[src/rtl/branch_redirect_ctrl.sv]
// Branch redirect sequencer: issues PC redirect + latch flushes on a taken EX branch,
// then squashes wrong-path outcomes for a shadow window. Optional stats via BRANCH_STATS_EN.
module branch_redirect_ctrl #(
    parameter int PC_WIDTH      = 32,
    parameter int SHADOW_CYCLES = 2,
    parameter int STAT_WIDTH    = 16
) (
    input  logic                  clk,
    input  logic                  reset,
    input  logic                  EX_valid,
    input  logic                  EX_is_branch,
    input  logic                  EX_is_Branch_Taken,
    input  logic [PC_WIDTH-1:0]   EX_branchPC,
    input  logic                  stall_in,
    output logic                  pc_redirect,
    output logic [PC_WIDTH-1:0]   redirect_PC,
    output logic                  flush_IF_OF,
    output logic                  flush_OF_EX,
    output logic                  squash_active,
    output logic [1:0]            ctrl_state,
    output logic [STAT_WIDTH-1:0] stat_branches,
    output logic [STAT_WIDTH-1:0] stat_taken,
    output logic [STAT_WIDTH-1:0] stat_squashed
);

    typedef enum logic [1:0] {
        IDLE     = 2'd0,
        REDIRECT = 2'd1,
        SHADOW   = 2'd2,
        ILLEGAL  = 2'd3
    } ctrlState_e;

    localparam int CNT_W = (SHADOW_CYCLES > 1) ? $clog2(SHADOW_CYCLES) : 1;
    localparam logic [CNT_W-1:0] SHADOW_LOAD =
        (SHADOW_CYCLES > 0) ? CNT_W'(SHADOW_CYCLES - 1) : '0;

    ctrlState_e           state, nextState;
    logic [CNT_W-1:0]     shadowCnt, nextCnt;
    logic [PC_WIDTH-1:0]  redirectPc;
    logic                 redirectQ, squashQ;
    logic                 accept;

    // Only IDLE can accept; anything seen while busy is wrong-path.
    assign accept = (state == IDLE) && EX_valid && EX_is_Branch_Taken;

    always_comb begin
        nextState = state;
        nextCnt   = shadowCnt;
        case (state)
            IDLE:     if (accept) nextState = REDIRECT;
            REDIRECT: if (!stall_in) begin
                if (SHADOW_CYCLES == 0) begin
                    nextState = IDLE;
                end else begin
                    nextState = SHADOW;
                    nextCnt   = SHADOW_LOAD;
                end
            end
            SHADOW:   if (!stall_in) begin
                if (shadowCnt == '0) nextState = IDLE;
                else                 nextCnt   = shadowCnt - CNT_W'(1);
            end
            default:  nextState = IDLE;
        endcase
    end

    // Output flags are registered from the next state so they track the state register exactly.
    always_ff @(posedge clk) begin
        if (reset) begin
            state      <= IDLE;
            shadowCnt  <= '0;
            redirectPc <= '0;
            redirectQ  <= 1'b0;
            squashQ    <= 1'b0;
        end else begin
            state      <= nextState;
            shadowCnt  <= nextCnt;
            if (accept) redirectPc <= EX_branchPC;
            redirectQ  <= (nextState == REDIRECT);
            squashQ    <= (nextState == REDIRECT) || (nextState == SHADOW);
        end
    end

    assign pc_redirect   = redirectQ;
    assign flush_IF_OF   = redirectQ;
    assign flush_OF_EX   = redirectQ;
    assign squash_active = squashQ;
    assign redirect_PC   = redirectPc;
    assign ctrl_state    = state;

`ifdef BRANCH_STATS_EN
    logic [STAT_WIDTH-1:0] nBranches, nTaken, nSquashed;
    logic                  busy;

    assign busy = (state == REDIRECT) || (state == SHADOW);

    // Saturating counters: stick at all-ones.
    always_ff @(posedge clk) begin
        if (reset) begin
            nBranches <= '0;
            nTaken    <= '0;
            nSquashed <= '0;
        end else begin
            if ((state == IDLE) && EX_valid && EX_is_branch && (nBranches != '1))
                nBranches <= nBranches + STAT_WIDTH'(1);
            if (accept && (nTaken != '1))
                nTaken <= nTaken + STAT_WIDTH'(1);
            if (busy && EX_valid && EX_is_Branch_Taken && (nSquashed != '1))
                nSquashed <= nSquashed + STAT_WIDTH'(1);
        end
    end

    assign stat_branches = nBranches;
    assign stat_taken    = nTaken;
    assign stat_squashed = nSquashed;
`else
    logic unusedIsBranch;
    assign unusedIsBranch = EX_is_branch;
    assign stat_branches  = '0;
    assign stat_taken     = '0;
    assign stat_squashed  = '0;
`endif

endmodule

[config.mk]
export PLATFORM = sky130hd
export DESIGN_NAME = branch_redirect_ctrl
export DESIGN_NICKNAME = d
export VERILOG_FILES = /design/src/rtl/branch_redirect_ctrl.sv
export SDC_FILE = /design/constraint.sdc
export NUM_CORES = 1
export LEC_CHECK = 0
export CORE_MARGIN = 4
export CORE_UTILIZATION = 35
export CTS_BUF_LIST = sky130_fd_sc_hd__clkbuf_8
export CTS_CLUSTER_SIZE = 24
export DETAILED_ROUTE_END_ITERATION = 6
export GPL_TIMING_DRIVEN = 0
export HOLD_SLACK_MARGIN = 0.15
export PLACE_DENSITY = 0.82
export SYNTH_ARGS = -nofsm -noshare
export SYNTH_HDL_FRONTEND = slang
export SYNTH_SLANG_ARGS = --single-unit
[constraint.sdc]
create_clock -name clk -period 2.2 [get_ports clk]
set_clock_uncertainty 0.15 [all_clocks]
set_input_delay 0.66 -clock clk [delete_from_list [all_inputs] [get_ports clk]]
set_output_delay 0.66 -clock clk [all_outputs]
set_load 0.02 [all_outputs]
Yosys cells after proc, flatten, opt, wreduce, memory -nomap -nowiden
Cells that the tools add are included.
{"block": "totals", "word_cells": 27, "regBits": 37, "inputBits": 38, "output_inout_bits": 86}
{"block": "op_classes", "eq_ne": 6, "n_addsub": 1, "reduce_logical": 6, "muxes": 9}
{"operator": "$mux 2", "n": 4}
{"operator": "$pmux 2 s3", "n": 1}
{"operator": "$eq 2x1->1 const B", "n": 2}
{"operator": "$eq 2x2->1 const B", "n": 2}
{"operator": "$ne 2x2->1 const B", "n": 2}
{"operator": "$mux 1", "n": 3}
{"operator": "$reduce_and 3->1", "n": 1}
{"operator": "$logic_and 1x1->1", "n": 2}
{"operator": "$logic_not 2->1", "n": 1}
{"operator": "$pmux 1 s2", "n": 1}
{"operator": "$reduce_bool 2->1", "n": 1}
{"operator": "$logic_or 1x1->1", "n": 1}
{"operator": "$sub 1x1->1 const B", "n": 1}

Logic depth before layout (Yosys ltp)
Gate-level depths: netlist (run 1).
{"block": "logic_depth", "word_depth": 7, "mapped_depth": 5}

Worst setup path before layout (run 1)
OpenSTA, ideal clock, no wires.
{"block": "synth_timing", "path_type": "in2reg", "start": "input reset", "end": "register redirectPc[11], in the netlist redirect_PC[11]", "t_arrival_ns": 1.316, "cell_stages": 3, "setup_slack_ns": 0.590, "required_ns": 1.907, "path_cell_list": "buf_2 buf_1 a21oi_2"}
{"element": "start: declaration", "line_no": "9", "text": "input logic reset,"}
{"element": "end signal: assignment", "line_no": "78", "text": "if (accept) redirectPc <= EX_branchPC;"}
{"element": "end: declaration", "line_no": "39", "text": "logic [PC_WIDTH-1:0] redirectPc;"}
No word-level cell between the ends.

Worst setup path after layout (run 1)
{"block": "layout_timing", "start": "register redirectQ, in the netlist flush_IF_OF", "end": "output pc_redirect"}
{"element": "start: declaration", "line_no": "40", "text": "logic redirectQ, squashQ;"}
{"element": "start signal: assignment", "line_no": "79", "text": "redirectQ <= (nextState == REDIRECT);"}
{"element": "end: declaration", "line_no": "15", "text": "output logic pc_redirect,"}
No word-level cell between the ends.

==> results of run 1 <==
-- kinds of logic (layout without fill, tap and decap cells) --
family,Yosys count,after routing,share of synthesized area
compound gates,37,37,0.1641
fa+ha+maj,1,1,0.006724
buf+inv,62,143,0.2535
flops,37,37,0.3981
mux,1,1,0.005380
other cells,1,48,0.002016
simple gates,72,72,0.1701
-- worst reg2reg max path, cell delays in order (launching register included) --
cell	delay (ns)
dfxtp_1	0.44
nand4bb_1	0.15
buf_2	0.17
o21ai_0	0.13
ha_1	0.30
nor2_1	0.09
-- synthesized netlist by cell type --
cell | instances | area share
nand4bb_1 | 1 | 0.0061
buf_4 | 51 | 0.21
buf_12 | 1 | 0.011
nand2_2 | 10 | 0.034
o21ai_0 | 2 | 0.0054
buf_8 | 2 | 0.016
ha_1 | 1 | 0.0067
nor2_1 | 2 | 0.0040
mux2i_1 | 1 | 0.0054
nand2_1 | 55 | 0.11
conb_1 | 1 | 0.0020
o21bai_1 | 1 | 0.0040
o21ba_2 | 1 | 0.0054
nor4bb_1 | 1 | 0.0054
a21oi_1 | 3 | 0.0081
dfxtp_1 | 37 | 0.40
buf_1 | 1 | 0.0020
a21oi_2 | 30 | 0.14
buf_2 | 7 | 0.019
nor2b_1 | 3 | 0.010
-- per-layer routing --
layer / track usage / vias up / routed length (um)
li1: - / 821 / -
met4: 0.05068 / 0 / 51
met5: 0 / - / 0
met1: 0.1324 / 707 / 1662
met2: 0.2348 / 75 / 2215
met3: 0.04656 / 4 / 455
-- through the flow --
step	total power [mW]	worst slack, ns	area, um2	hold WS, ns
after floorplan	1.029	0.5902	2037	0.3133
after global placement	1.181	0.03152	2855	0.2920
after detailed placement	1.187	0.004569	2855	0.2974
after CTS	1.700	0.01363	2955	0.3079
after global routing	1.767	0.01999	2958	0.3359
final	1.685	0.05244	2958	0.3084
-- what timing repair did --
item / in CTS / in global routing
pin swaps: 0 / 0
buffers inserted: 0 / 0
gates resized for setup: 1 / 1
setup endpoints to repair: 1 / 1
-- area by class of cell --
class,count,area share
Multi-Input combinational cell,159,0.2788
Sequential cell,37,0.2504
Timing Repair Buffer,73,0.2475
Buffer,62,0.1595
Clock buffer,7,0.03257
Tap cell,70,0.02961
Clock inverter,1,0.001692
-- cells in the final DEF, fill, tap and decap left out --
| cell | n |
|---|---|
| nor2b_1 | 3 |
| nand2_2 | 10 |
| buf_4 | 51 |
| nor2_1 | 2 |
| buf_8 | 2 |
| conb_1 | 48 |
| buf_2 | 7 |
| clkinv_2 | 1 |
| ha_1 | 1 |
| a21oi_2 | 30 |
| dfxtp_1 | 37 |
| nand2_1 | 55 |
| dlymetal6s2s_1 | 1 |
| clkdlybuf4s50_1 | 71 |
| buf_1 | 1 |
| nand4bb_1 | 1 |
| a21oi_1 | 3 |
| mux2i_1 | 1 |
| clkbuf_8 | 7 |
| buf_12 | 1 |
| o21ba_2 | 1 |
| o21bai_1 | 1 |
| nor4bb_1 | 1 |
| o21ai_0 | 2 |
| dlygate4sd2_1 | 1 |
-- power groups by stage --
stage / clock network, mW / registers [mW] / logic [mW]
2_1_floorplan: 0 / 0.777 / 0.252
3_3_place_gp: 0 / 0.736 / 0.445
3_5_place_dp: 0 / 0.738 / 0.448
4_1_cts: 0.527 / 0.723 / 0.450
5_1_grt: 0.558 / 0.728 / 0.481
6_report: 0.512 / 0.723 / 0.450
-- flip-flops by register name, indices dropped and copies added (netlist names) --
name and cells:
flush_IF_OF 1, ctrl_state 2, squash_active 1, shadowCnt 1, redirect_PC 32
-- worst max path at each step --
stage,endpoint,slack (ns),from
finish,pc_redirect,0.05,flush_IF_OF$_SDFF_PP0_
detailed placement,redirect_PC[31]$_SDFFE_PP0P_,0.005,EX_valid
floorplan,redirect_PC[11]$_SDFFE_PP0P_,0.59,reset
global route,pc_redirect,0.02,flush_IF_OF$_SDFF_PP0_
CTS,ctrl_state[0],0.01,ctrl_state[0]$_SDFF_PP0_
global placement,redirect_PC[18]$_SDFFE_PP0P_,0.03,EX_valid
==> flow_metrics.tcl, run 1 <==
set metrics [dict create \
    hp-class "flop to flop" \
    synth_area_um2 1861 \
    grt_max_degree 12 \
    end_kind "output port" \
    num_antenna_cells 0 \
    pwr-share-clk 0.304 \
    via_per_inst 3.929 \
    antenna_found_initial 0 \
    yosysSeqAreaShare 0.3981 \
    syn_avg_cell_area_um2 8.818 \
    hold_buffers 0 \
    internal_power_mw 1.208 \
    cpPeakStageDelay_ns 0.59 \
    slew_headroom 0.5391 \
    fin_util 0.5755 \
    vias 1607 \
    cts_max_level 2 \
    worstPathRequired_ns 1.39 \
    clock_sinks 37 \
    combPwrFrac 0.267 \
    routed_wl_um 4384 \
    multi_input_area_um2 824.5 \
    clock_latency_ns 0.28 \
    die_x_um 80.91 \
    power_frac_seq 0.429 \
    drive_gt1_frac 0.3245 \
    fillers 481 \
    ir_drop_mv 0.3316 \
    hold_depth 2 \
    die_h_um 80.91 \
    drtAntennaViolNets 0 \
    hold_viol_final 0 \
    io_pins 124 \
    cp_cell_sequence "buf_4 -> clkdlybuf4s50_1" \
    clock_path_buffers 2 \
    power_density_nw_per_um2 569.6 \
    slew_violations 0 \
    row_count 26 \
    place_congestion 0.7444 \
    synth_cells 211 \
    outcome "finished clean" \
    critPathBufInv 2 \
    firstDrtPassIters 4 \
    slowest_stage "clkdlybuf4s50_1" \
    switchingPower_mw 0.4763 \
    max_slew.worst_pin.slew_ns 0.6913 \
    period_minus_slack_ns 2.148 \
    holdPathEnd "redirect_PC[7]$_SDFFE_PP0P_" \
    dieArea_um2 6546 \
    start_util 0.3620 \
    final_cells 409 \
    synth_cell_type_count 20 \
    clkSlewWorstSetupHoldPaths_ns 0.08 \
    worstReg2RegEnd "squash_active$_SDFF_PP0_" \
    dp_hpwl_um 3490 \
    sw_frac_of_total 0.2827 \
    grt_overflow 0 \
    grt_pass1_vias 1468 \
    path_depth 2 \
    grt_first_pass_wirelength_um 6541 \
    synth_warnings 0 \
    ff2ff_path_depth 5 \
    r2r-start "ctrl_state[1]$_SDFF_PP0_" \
    layout_worst_path_cycle_share 0.9762 \
    area_delta_synth_final_pct 58.98 \
    maxCapViolCount 0 \
    p_leak_nw 1.270 \
    cts_root_buf "clkbuf_8" \
    rsz0062_at_grt "false" \
    ys_ff_latch 37 \
    layout.nets 377 \
    cts-buffers-inserted 5 \
    cts_tree "done" \
    core_um2 5140 \
    grt_usage 0.1285 \
    dp_cells 401 \
    path_class "flop to output port" \
    arrival_ns 1.34 \
    cp_top_family "buffers and inverters" \
    setup_viol 0 \
    fin_setup_tns_ns 0 \
    fmax_mhz 465.6 \
    first_iter_violations 48 \
    post_drt_wl_per_cell_um 10.72 \
    start_kind "flop" \
    regArea_um2 740.7 \
    cp_max_fo 3 \
    port_buffers 73 \
    min_from "redirect_PC[7]$_SDFFE_PP0P_" \
    regToRegSetupSlack_ns 0.72 \
    remaining_drc_errors 0 \
]
No activity file was read; power rests on OpenSTA's default activity.
==> run 2: changes to the inputs <==
--- a/config.mk
+++ b/config.mk
@@ -7,12 +7,12 @@
 export LEC_CHECK = 0
 export CORE_MARGIN = 4
 export CORE_UTILIZATION = 35
-export CTS_BUF_LIST = sky130_fd_sc_hd__clkbuf_8
 export CTS_CLUSTER_SIZE = 24
 export DETAILED_ROUTE_END_ITERATION = 6
 export GPL_TIMING_DRIVEN = 0
 export HOLD_SLACK_MARGIN = 0.15
 export PLACE_DENSITY = 0.82
+export SKIP_CTS_REPAIR_TIMING = 1
 export SYNTH_ARGS = -nofsm -noshare
 export SYNTH_HDL_FRONTEND = slang
 export SYNTH_SLANG_ARGS = --single-unit
==> run 2 against run 1 <==
  * Die area is the same
  * Fmax is essentially flat
  * First-iteration DRC count is the same
  * Routed wire length shrank 0.25%
  * Power is essentially flat
  * Sequential share of layout area is essentially flat
  * Hold slack is the same
  * Critical path depth is the same
  * Global-route usage is the same
  * Utilization grew 0.073 points
==> flow_metrics.tcl, run 2 (synthesis gave the netlist of run 1 again) <==
set metrics [dict create \
    outcome "finished clean" \
    die_x_um 80.91 \
    cts_tree "done" \
    antenna_found_initial 0 \
    remaining_drc_errors 0 \
    worstPathRequired_ns 1.39 \
    post_drt_wl_per_cell_um 10.69 \
    routed_wl_um 4373 \
    first_iter_violations 48 \
    dieArea_um2 6546 \
    rsz0062_at_grt "false" \
    drive_gt1_frac 0.3245 \
    core_um2 5140 \
    slowest_stage "clkdlybuf4s50_1" \
    cts_root_buf "clkbuf_8" \
    final_common_cell "clkdlybuf4s50_1" \
    fmax_mhz 465.7 \
    clock_sinks 37 \
    multi_input_area_um2 824.5 \
    area_delta_synth_final_pct 59.18 \
    clock_latency_ns 0.28 \
    cp_top_family "buffers and inverters" \
    place_congestion 0.7444 \
    setup_viol 0 \
    cp_max_fo 3 \
    cts-buffers-inserted 5 \
    min_from "redirect_PC[7]$_SDFFE_PP0P_" \
    cp-startpoint "flush_IF_OF$_SDFF_PP0_" \
    fillers 481 \
    num_antenna_cells 0 \
    port_buffers 73 \
    start_util 0.3620 \
    power_density_nw_per_um2 568.8 \
    vias 1608 \
    max_slew.worst_pin.slew_ns 0.6913 \
    io_pins 124 \
    layout.nets 377 \
    dp_hpwl_um 3490 \
    die_h_um 80.91 \
    slew_violations 0 \
    final_cell_mix "71 x clkdlybuf4s50_1, 55 x nand2_1, 51 x buf_4" \
    hold_viol_final 0 \
    firstDrtPassIters 4 \
    cpPeakStageDelay_ns 0.59 \
    p_leak_nw 1.283 \
    slew_headroom 0.5391 \
    start_kind "flop" \
    cp_cell_sequence "buf_4 -> clkdlybuf4s50_1" \
    largest_register_ffs 32 \
    layout_worst_path_cycle_share 0.9760 \
    grt_first_pass_wirelength_um 6541 \
    critPathBufInv 2 \
    period_minus_slack_ns 2.147 \
    clkSlewWorstSetupHoldPaths_ns 0.08 \
    grt_usage 0.1285 \
    r2r-start "ctrl_state[1]$_SDFF_PP0_" \
    power.total_mw 1.685 \
    grt_pass1_vias 1468 \
    maxCapViolCount 0 \
    ir_drop_mv 0.3313 \
    holdWs_ns 0.3084 \
    regArea_um2 740.7 \
    grt_max_degree 12 \
    arrival_ns 1.34 \
    row_count 26 \
    via_per_inst 3.932 \
    end_kind "output port" \
    grt_overflow 0 \
    path_class "flop to output port" \
    hp-class "flop to flop" \
    clock_path_buffers 2 \
    cts_max_level 2 \
    drtAntennaViolNets 0 \
]
run 2: cell count changes in the layout (fill, tap and decap cells not counted), sizes merged:
cell / change
dlygate4sd2: -1
dlymetal6s2s: +1
run 2: area by class of cell:
| cell class | count | share of cell area |
|---|---|---|
| sequential | 37 | 0.2501 |
| tap | 70 | 0.02957 |
| clock inverter | 1 | 0.001690 |
| buffer | 62 | 0.1593 |
| multi-input combinational | 159 | 0.2784 |
| clock buffer | 7 | 0.03253 |
| timing repair buffer | 73 | 0.2484 |
run 2: path summary, 6_finish.rpt:
path,to,slack (ns),cells after the start
setup / recovery,pc_redirect,0.05,2
hold / removal,redirect_PC[7]$_SDFFE_PP0P_,0.31,2
setup reg to reg,squash_active$_SDFF_PP0_,0.71,5
hold reg to reg,redirect_PC[7]$_SDFFE_PP0P_,0.31,2
run 2: report_power, final:
part,total (mW),internal (mW),switching (mW)
clock,0.512,0.283,0.229
sequential,0.723,0.704,0.0187
combinational,0.450,0.222,0.228
run 2: per-stage QoR:
| stage | setup TNS [ns] | setup slack [ns] | utilization | cell area (um2) | std cells |
|---|---|---|---|---|---|
| 2_1_floorplan | 0 | 0.5902 | - | 2037 | 258 |
| 3_3_place_gp | 0 | 0.03152 | 0.5555 | 2855 | 401 |
| 3_5_place_dp | 0 | 0.004569 | 0.5555 | 2855 | 401 |
| 4_1_cts | -0.005500 | -0.005500 | 0.5752 | 2957 | 409 |
| 5_1_grt | 0 | 0.01999 | 0.5762 | 2962 | 409 |
| 6_report | 0 | 0.05278 | 0.5762 | 2962 | 409 |
run 2: metal layers:
metal  wire, um  track usage
met5          0            0
met4         51      0.05068
met3        455      0.04656
met2       2218       0.2348
met1       1647       0.1324
run 2: worst register-to-register path: stages, from the launching register on:
cell,delay [ns]
dfxtp_1,0.44
nand4bb_1,0.15
buf_2,0.17
o21ai_0,0.13
ha_1,0.30
nor2_1,0.09
==> run 3: changes to the inputs <==
--- a/config.mk
+++ b/config.mk
@@ -11,6 +11,7 @@
 export DETAILED_ROUTE_END_ITERATION = 6
 export GPL_TIMING_DRIVEN = 0
 export HOLD_SLACK_MARGIN = 0.15
+export MAX_ROUTING_LAYER = met4
 export PLACE_DENSITY = 0.82
 export SKIP_CTS_REPAIR_TIMING = 1
 export SYNTH_ARGS = -nofsm -noshare
==> run 3 against run 2 <==
  * Worst setup slack barely moved
  * Clock-buffer cell count unchanged
  * Fmax about the same
  * Via count grew 0.12%
  * Register-to-register slack is essentially flat
  * Sequential share of layout area stayed put
  * Largest power group unchanged
==> flow_metrics.tcl, run 3 (synthesis gave the netlist of run 1 again) <==
set metrics [dict create \
    multi_input_area_um2 824.5 \
    final_cells 409 \
    place_congestion 0.7538 \
    cpPeakStageDelay_ns 0.59 \
    row_count 26 \
    maxCapViolCount 0 \
    max_slew.worst_pin.slew_ns 0.6913 \
    num_antenna_cells 0 \
    antenna_found_initial 0 \
    fmax_mhz 465.7 \
    critPathBufInv 2 \
    power_density_nw_per_um2 568.8 \
    layout.nets 377 \
    vias 1610 \
    cp_top_family "buffers and inverters" \
    first_iter_violations 49 \
    fillers 481 \
    slew_headroom 0.5391 \
    cp_cell_sequence "buf_4 -> clkdlybuf4s50_1" \
    dp_hpwl_um 3490 \
    fin_util 0.5762 \
    period_minus_slack_ns 2.147 \
    slew_violations 0 \
    fin_ws_ns 0.05266 \
    grt_overflow 0 \
    arrival_ns 1.34 \
    remaining_drc_errors 0 \
    clock_latency_ns 0.28 \
    final_common_cell "clkdlybuf4s50_1" \
    final_cell_mix "71 x clkdlybuf4s50_1, 55 x nand2_1, 51 x buf_4" \
    port_buffers 73 \
    clock_path_buffers 2 \
    regArea_um2 740.7 \
    post_drt_wl_per_cell_um 10.69 \
    via_per_inst 3.936 \
    path_class "flop to output port" \
    cts-buffers-inserted 5 \
    routed_wl_um 4372 \
    die_x_um 80.91 \
    area_delta_synth_final_pct 59.18 \
    layout_worst_path_cycle_share 0.9761 \
    dp_cells 401 \
    drive_gt1_frac 0.3245 \
    drtAntennaViolNets 0 \
    grt_pass1_vias 1468 \
    pre_cts_slack_ns 0.004569 \
    start_kind "flop" \
    dieArea_um2 6546 \
    clkSlewWorstSetupHoldPaths_ns 0.08 \
    p_leak_nw 1.283 \
    largest_register_ffs 32 \
    cts_max_level 2 \
    ir_drop_mv 0.3313 \
    grt_usage 0.1321 \
    hp-class "flop to flop" \
    rsz0062_at_grt "false" \
    core_um2 5140 \
    io_pins 124 \
    setup_viol 0 \
    cts_root_buf "clkbuf_8" \
    start_util 0.3620 \
    firstDrtPassIters 4 \
    cp_max_fo 3 \
    worstPathRequired_ns 1.39 \
    clock_sinks 37 \
    cts_tree "done" \
    grt_max_degree 12 \
    hold_viol_final 0 \
    end_kind "output port" \
    holdWs_ns 0.3084 \
    slowest_stage "clkdlybuf4s50_1" \
    die_h_um 80.91 \
    outcome "finished clean" \
    grt_first_pass_wirelength_um 6541 \
]
-- run 3: cell counts in the layout (fill, tap and decap cells not counted) --
Identical to the previous run, type by type.
-- run 3: where the power goes --
| part | internal, mW | switching [mW] |
|---|---|---|
| logic | 0.222 | 0.228 |
| registers | 0.704 | 0.0187 |
| clock network | 0.283 | 0.229 |
-- run 3: layout make-up --
type | instances | share of cell area
flip-flops and latches | 37 | 0.2501
repair buffers | 73 | 0.2484
clock inverters | 1 | 0.001690
well taps | 70 | 0.02957
plain buffers | 62 | 0.1593
multi-input cells | 159 | 0.2784
clock buffers | 7 | 0.03253
-- run 3: per-layer routing --
layer | global-route usage | up-vias | part of all wire
met2 | 0.2348 | 75 | 0.51
met1 | 0.1358 | 708 | 0.39
met3 | 0.04102 | 6 | 0.095
met4 | 0.05068 | 0 | 0.0096
li1 | - | 821 | -
met5 | - | - | 0
-- run 3: tightest hold or removal path, delay by kind of cell (launching register included) --
kind	cells	cell delay (ns)
compound gates	1	0.05
flops	1	0.31
simple gates	1	0.05
-- run 3: final timing paths --
check | endpoint | slack (ns) | depth (start not counted) | from
hold reg to reg | redirect_PC[7]$_SDFFE_PP0P_ | 0.31 | 2 | redirect_PC[7]$_SDFFE_PP0P_
setup / recovery | pc_redirect | 0.05 | 2 | flush_IF_OF$_SDFF_PP0_
hold / removal | redirect_PC[7]$_SDFFE_PP0P_ | 0.31 | 2 | redirect_PC[7]$_SDFFE_PP0P_
setup reg to reg | squash_active$_SDFF_PP0_ | 0.71 | 5 | ctrl_state[1]$_SDFF_PP0_
-- run 3: per-stage QoR --
| stage | cell area (um2) | power [mW] | setup TNS [ns] |
|---|---|---|---|
| after floorplan | 2037 | 1.029 | 0 |
| after global placement | 2855 | 1.181 | 0 |
| after detailed placement | 2855 | 1.187 | 0 |
| after CTS | 2957 | 1.700 | -0.005500 |
| after global routing | 2962 | 1.767 | 0 |
| final | 2962 | 1.685 | 0 |
